[config.mk]
export PLATFORM = sky130hd
export DESIGN_NAME = multicycle_control
export DESIGN_NICKNAME = d
export VERILOG_FILES = /design/src/rtl/multicycle_control.sv
export SDC_FILE = /design/constraint.sdc
export NUM_CORES = 1
export LEC_CHECK = 0
export BUFFER_PORTS_ARGS = -buffer_cell sky130_fd_sc_hd__clkbuf_2
export CAP_MARGIN = 20
export CORE_UTILIZATION = 52
export DETAILED_ROUTE_END_ITERATION = 8
export PLACE_DENSITY = 0.79
export SYNTH_ARGS = -nofsm -noshare
export SYNTH_HDL_FRONTEND = slang
export SYNTH_SLANG_ARGS = --single-unit
[constraint.sdc]
create_clock -name clk -period 2.1 [get_ports clk]
set_input_delay 0.42 -clock clk [delete_from_list [all_inputs] [get_ports clk]]
set_output_delay 0.42 -clock clk [all_outputs]
set_load 0.005 [all_outputs]
[src/rtl/multicycle_control.sv]
`default_nettype none
// ============================================================================
//  Module      : multicycle_control
//  Description : Main control FSM for the multicycle RV32 datapath. Decodes
//                the instruction-register opcode and steps each instruction
//                through fetch/decode/execute/memory/writeback. It drives all
//                datapath enables and mux selects. It stalls on the single
//                shared memory port through the mem_ready_i handshake.
//  Options     : ILLEGAL_TRAP_EN - when defined, an unsupported opcode traps
//                into a HALT state that only rst leaves. When undefined, an
//                unsupported opcode retires as a counted NOP.
//  Revision    : 1.0 - initial release
// ============================================================================
module multicycle_control #(
   parameter int CNT_W = 32
) (
   input  logic             clk,
   input  logic             rst,
   input  logic [6:0]       opcode_i,
   input  logic             alu_zero_i,
   input  logic             mem_ready_i,
   output logic             mem_read_o,
   output logic             mem_write_o,
   output logic             i_or_d_o,
   output logic             ir_write_o,
   output logic             pc_en_o,
   output logic             pc_source_o,
   output logic             alu_src_a_o,
   output logic [1:0]       alu_src_b_o,
   output logic [1:0]       alu_op_o,
   output logic             reg_write_o,
   output logic             mem_to_reg_o,
   output logic             instr_done_o,
   output logic [CNT_W-1:0] retired_count_o,
   output logic             illegal_o
);

   // Supported major opcodes
   localparam logic [6:0] OP_LW   = 7'b0000011;
   localparam logic [6:0] OP_SW   = 7'b0100011;
   localparam logic [6:0] OP_RTYP = 7'b0110011;
   localparam logic [6:0] OP_BEQ  = 7'b1100011;

   // ALU operation codes for the ALU control decoder
   localparam logic [1:0] ALUOP_ADD   = 2'b00;
   localparam logic [1:0] ALUOP_SUB   = 2'b01;
   localparam logic [1:0] ALUOP_FUNCT = 2'b10;

   // ALU B operand selects
   localparam logic [1:0] SRCB_REG  = 2'b00;
   localparam logic [1:0] SRCB_FOUR = 2'b01;
   localparam logic [1:0] SRCB_IMM  = 2'b10;

   typedef enum logic [3:0] {
      IDLE      = 4'd0,
      FETCH     = 4'd1,
      DECODE    = 4'd2,
      MEM_ADDR  = 4'd3,
      MEM_READ  = 4'd4,
      MEM_WB    = 4'd5,
      MEM_WRITE = 4'd6,
      EXECUTE   = 4'd7,
      ALU_WB    = 4'd8,
      BRANCH    = 4'd9
`ifdef ILLEGAL_TRAP_EN
      ,
      HALT      = 4'd10
`endif
   } state_t;

   state_t           state_q, state_d;
   // Load/store direction captured in DECODE so MEM_ADDR ignores later opcode changes
   logic             is_store_q, is_store_d;
   logic             illegal_q, illegal_d;
   logic [CNT_W-1:0] count_q, count_d;

   // State, opcode latch, sticky illegal flag and retire counter
   always_ff @(posedge clk) begin
      if (rst) begin
         state_q    <= IDLE;
         is_store_q <= 1'b0;
         illegal_q  <= 1'b0;
         count_q    <= '0;
      end else begin
         state_q    <= state_d;
         is_store_q <= is_store_d;
         illegal_q  <= illegal_d;
         count_q    <= count_d;
      end
   end

   // Next-state and Moore output decode; pc_en/ir_write/instr_done also see inputs
   always_comb begin
      state_d      = state_q;
      is_store_d   = is_store_q;
      illegal_d    = illegal_q;
      mem_read_o   = 1'b0;
      mem_write_o  = 1'b0;
      i_or_d_o     = 1'b0;
      ir_write_o   = 1'b0;
      pc_en_o      = 1'b0;
      pc_source_o  = 1'b0;
      alu_src_a_o  = 1'b0;
      alu_src_b_o  = SRCB_REG;
      alu_op_o     = ALUOP_ADD;
      reg_write_o  = 1'b0;
      mem_to_reg_o = 1'b0;
      instr_done_o = 1'b0;

      case (state_q)
         IDLE: begin
            state_d = FETCH;
         end

         // Read instruction at PC while PC+4 is computed; both land on mem_ready
         FETCH: begin
            mem_read_o  = 1'b1;
            alu_src_b_o = SRCB_FOUR;
            ir_write_o  = mem_ready_i;
            pc_en_o     = mem_ready_i;
            if (mem_ready_i) begin
               state_d = DECODE;
            end
         end

         // Branch target (PC + imm) is computed speculatively into ALUOut
         DECODE: begin
            alu_src_b_o = SRCB_IMM;
            is_store_d  = (opcode_i == OP_SW);
            case (opcode_i)
               OP_LW,
               OP_SW:   state_d = MEM_ADDR;
               OP_RTYP: state_d = EXECUTE;
               OP_BEQ:  state_d = BRANCH;
               default: begin
                  illegal_d = 1'b1;
`ifdef ILLEGAL_TRAP_EN
                  state_d   = HALT;
`else
                  instr_done_o = 1'b1;
                  state_d      = FETCH;
`endif
               end
            endcase
         end

         MEM_ADDR: begin
            alu_src_a_o = 1'b1;
            alu_src_b_o = SRCB_IMM;
            state_d     = is_store_q ? MEM_WRITE : MEM_READ;
         end

         MEM_READ: begin
            mem_read_o = 1'b1;
            i_or_d_o   = 1'b1;
            if (mem_ready_i) begin
               state_d = MEM_WB;
            end
         end

         MEM_WB: begin
            reg_write_o  = 1'b1;
            mem_to_reg_o = 1'b1;
            instr_done_o = 1'b1;
            state_d      = FETCH;
         end

         // A store retires in the cycle its write is accepted
         MEM_WRITE: begin
            mem_write_o  = 1'b1;
            i_or_d_o     = 1'b1;
            instr_done_o = mem_ready_i;
            if (mem_ready_i) begin
               state_d = FETCH;
            end
         end

         EXECUTE: begin
            alu_src_a_o = 1'b1;
            alu_op_o    = ALUOP_FUNCT;
            state_d     = ALU_WB;
         end

         ALU_WB: begin
            reg_write_o  = 1'b1;
            instr_done_o = 1'b1;
            state_d      = FETCH;
         end

         // Compare A-B; on equality load PC from the target held in ALUOut
         BRANCH: begin
            alu_src_a_o  = 1'b1;
            alu_op_o     = ALUOP_SUB;
            pc_source_o  = 1'b1;
            pc_en_o      = alu_zero_i;
            instr_done_o = 1'b1;
            state_d      = FETCH;
         end

`ifdef ILLEGAL_TRAP_EN
         HALT: begin
            state_d = HALT;
         end
`endif

         default: begin
            state_d = IDLE;
         end
      endcase
   end

   // Retired-instruction counter wraps naturally modulo 2^CNT_W
   always_comb begin
      count_d = count_q;
      if (instr_done_o) begin
         count_d = count_q + CNT_W'(1);
      end
   end

   assign retired_count_o = count_q;
   assign illegal_o       = illegal_q;

endmodule
`default_nettype wire

Word level (Yosys, flattened, before mapping) --
Index checks and enable logic that the tools add are counted.
Word-level totals: register bits after elaboration 38, latch bits 0, RAM bits 0, memory bits (read-only) 0, bits of input ports 11, output and inout bits 47, logic and storage cells 53, memories kept 0
Operators by class: add/subtract/negate cells 1, multipliers 0, div/mod/pow operators 0, $lt $le $gt $ge 0, eq/ne operators 16, shift-type cells 0, mux-type cells 19, bitwise operators 1, reductions and logical operators 12
Operator list (count):
- $add A32 B1 Y32 const B | 1
- $pmux W4 S7 | 1
- $eq A4 B3 Y1 const B | 4
- $eq A7 B6 Y1 const B | 2
- $mux W4 | 3
- $pmux W4 S3 | 1
- $reduce_or A2 Y1 | 5
- $mux W1 | 9
- $eq A4 B2 Y1 const B | 2
- $eq A4 B4 Y1 const B | 2
- $pmux W2 S2 | 2
- $reduce_or A4 Y1 | 2
- $eq A7 B2 Y1 const B | 1
- $eq A7 B7 Y1 const B | 1
- $ne A2 B2 Y1 const B | 3
- $reduce_or A3 Y1 | 2
- $eq A4 B1 Y1 const B | 1
- $logic_not A4 Y1 | 1
- $pmux W1 S3 | 1
- $reduce_and A3 Y1 | 1
- $mux W2 | 1
- $pmux W1 S2 | 1
- $reduce_and A2 Y1 | 1
- $not A1 Y1 | 1

Logic depth before layout (Yosys ltp) --
depth in word-level cells 4, mapped depth 8, gate-level depth less buffers 6

Worst setup path after synthesis --
Ideal clock, no wire load.
kind input -> output, start point input port opcode_i[2], end point output port instr_done_o, data arrival time 1.591 ns, required time 1.680 ns, setup slack 0.089 ns, stages 6, buffers on the path 2, path through nand4bb_1 a211oi_1 o21a_1 clkbuf_1 buf_2 inv_1
On the way: cells in the longest elaborated chain, start to end 4, elaborated cells on any way between the ends 7, those cells by class 4 x eq/ne; 2 x mux; 1 x reduce/logical
Ends and longest elaborated chain:
- start, declared | RTL line 19 | input logic [6:0] opcode_i,
- $eq A7 B6 Y1, or another cell as far along | RTL line 130 | case (opcode_i)
- $reduce_or A4 Y1 (no line) *
- $mux W1 * | RTL line 130
- $pmux W1 S3 * | RTL line 110 | case (state_q)
- end, declared | RTL line 33 | output logic instr_done_o,
Every way passes the cells marked *; elsewhere a longest branch is shown, timed or not.

Final worst setup path --
start point register state_q[2], end point output port instr_done_o
On the way: cells in the longest elaborated chain, start to end 3, elaborated cells on any way between the ends 7, those cells by class 5 x eq/ne; 1 x mux; 1 x reduce/logical
Ends and longest elaborated chain:
- start, declared | RTL line 71 | state_t state_q, state_d;
- start signal, assigned | RTL line 85 | state_q <= state_d;
- $eq A4 B4 Y1 / $eq A4 B3 Y1 (equally long branches) | RTL line 110
- $reduce_or A3 Y1 (no line)
- $pmux W1 S3 * | RTL line 110
Marked as above.

==> reports/results.ini <==
[outcome]
status = finished clean

[critical_path]
crit_type = reg -> out
r2r-end = retired_count_o[9]
crit_path_end = instr_done_o
reg2reg_from = state_q[2]
r2r_slack_ps = 30
cp-end-kind = output pin
worst_setup_path_start_kind = flip-flop
reg2reg_depth = 6
worstPathRequired_ps = 1680
critPathMaxFanout = 4
arrival_ps = 1660
cp-startpoint = state_q[2]

[cells_and_area]
stdcell_area_sq_um = 2720
final_common_cell = clkbuf_2
area_growth_pct = 28.0
final_util = 0.715
drive_gt1_frac = 0.306
fin_nets = 357
final_cell_mix = clkbuf_2, dfxtp_1, a21oi_1
diodes = 0

[global_routing]
grtUsageTotal = 0.262
grt_pass1_vias = 1925
grt_pass1_wl_um = 8800
grt_max_degree = 42
overflow = 0
antenna_found_initial = 0

[clock_tree]
clkLatencyLatePin_ps = 290
clockBufferDepth = 2
cts_buffers = 5
cts_tree = built
clock-sinks = 38
clk_pin_slew_ps = 70
cts_root_buf = clkbuf_8
cts_max_level = 2

[placement]
hpwlAfterDp_um = 3650
place_congestion = 0.810
io_buffer_count = 57
place_ws_ps = 51.9
placed_area_sq_um = 2520

[synth]
mappedNetlistNets = 287
syn_area_sq_um = 2120
synth_cell_types = 49
ys_seq_area_frac = 0.359
post_synth_mux_area_share = 0.0100
synthSimpleGateAreaFrac = 0.329
synthXorXnorAreaFrac = 0.00826
synth_edf_count = 0
syn_avg_cell_area_sq_um = 7.71
synth-compound-area-share = 0.227
yosysWarnings = 0
synth_top_family_by_area = simple AND/OR/NAND/NOR gates
synthCells = 275
async_flop_share = 0
synth_ff_type = dfxtp_1
ys_ff_latch = 38
synth_fa_ha_area_frac = 0.00590

[route]
drt-wirelength-per-cell_um = 13.8
drt-total-wl_um = 5450
drtIter0Drc = 161
firstDrtPassIters = 5
drc_errors = 0
ant_nets = 0
num_vias = 2385
routed_via_density = 6.05

[timing]
slew-limit-headroom = 0.692
skew_ps = 5.83
drv_slew = 0
setup_viol = 0
finalSetupTns_ps = 0
rsz0062_at_grt = yes
hold_viol = 0
period_minus_slack_ps = 2080
worst_slack_ps = 23.8
maxClockFrequency_mhz = 482
worstMarginPinSlew_ps = 463
fin_crit_sh = 0.989

[power]
clkPwrFrac = 0.403
cellPowerDensity_nw_per_um2 = 557
swShare = 0.237
leakage_uw = 0.00103
pwr-share-seq = 0.486
power_uw = 1510
p_comb_frac = 0.111
power.internal_uw = 1150
vdd_drop_max_mv = 0.377
power_switching_uw = 359

[min_path]
hp-class = in -> reg

[floorplanning]
core_area_sq_um = 3800
fp.dieH_um = 65.9
die_w_um = 65.9
die_area_sq_um = 4340
std_cell_rows = 22
pin_count = 58
start_util = 0.558

[run]
drv_cap = 0

-- critical path, stage by stage (launching register included) --
cell and delay [ps]:
dfxtp_2 330, or4b_4 550, o21a_4 230, buf_6 120
inv_2 30, clkbuf_2 90
-- sequential cells by signal, summed over array words and instances (netlist names) --
name and cells:
illegal_o 1, retired_count_o 32, state_q 4, is_store_q 1
-- through the flow --
stage | hold slack, ps | instances
floorplan | 454 | 275
global placement | 460 | 381
detailed placement | 469 | 381
CTS | 484 | 394
global route | 510 | 394
finish | 478 | 394
-- Yosys cell counts, types with 2 or more instances --
cell,number,share of area
a21o_1,2,0.0071
a21oi_1,32,0.076
and3_1,2,0.0059
buf_2,2,0.0047
buf_6,3,0.016
clkbuf_1,12,0.021
dfxtp_1,38,0.36
inv_1,9,0.016
nand2_1,14,0.025
nand2b_1,5,0.015
nand3_1,16,0.038
nand4_1,14,0.041
nand4bb_1,2,0.011
nor2_1,24,0.042
nor2b_1,3,0.0089
nor3_1,11,0.026
nor3b_1,2,0.0071
nor4_1,2,0.0059
o21a_1,2,0.0071
o21ai_0,18,0.042
o31ai_1,11,0.039
or3_1,15,0.044
or4_1,10,0.035
-- repair_timing --
action,CTS,global route
pin swaps,1,5
hold buffers,0,0
resized for setup,2,11
setup buffers,5,0
hold endpoints to repair,0,0
setup endpoints to repair,1,11
-- per-layer routing --
| metal | GRT usage | part of all wire | wire, um | vias to the layer above |
|---|---|---|---|---|
| met1 | 0.361 | 0.46 | 2500 | 1100 |
| met2 | 0.406 | 0.47 | 2540 | 100 |
| met5 | 0 | 0 | 0 | - |
| met4 | 0.0924 | 0.013 | 71 | 0 |
| li1 | - | - | - | 1176 |
| met3 | 0.0431 | 0.062 | 338 | 9 |
-- layout make-up --
cell class                      count  area (sq um)
Sequential cell                    38           764
Fill cell                         334          1080
Clock buffer                        5          68.8
Timing Repair Buffer               81           482
Tap cell                           48          60.1
Multi-Input combinational cell    210          1270
Clock inverter                      3          40.0
Inverter                            9          33.8
-- power groups by stage --
stage                     Combinational [uW]  Clock [uW]  Sequential, uW
after global routing                     185         646             736
after CTS                                163         618             734
after global placement                   146           0             751
after floorplan                         91.9           0             751
final                                    168         609             735
after detailed placement                 148           0             751
-- worst min path at each step --
stage,start,endpoint,cells after the start
final,opcode_i[5],state_q[3],3
after global routing,opcode_i[5],state_q[3],3
after CTS,opcode_i[5],state_q[3],3
after detailed placement,illegal_o,illegal_o,2
after global placement,illegal_o,illegal_o,2
after floorplan,is_store_q,is_store_q,2
-- cells by family (layout without fill, tap and decap cells) --
logic type      count (synthesis)  after routing
fa+ha+maj                       1              1
simple gates                  126            126
xor+xnor                        2              2
mux                             2              2
buf+inv                        27             98
compound gates                 79             79
flops                          38             38
Power figures use the tool's default switching activity.
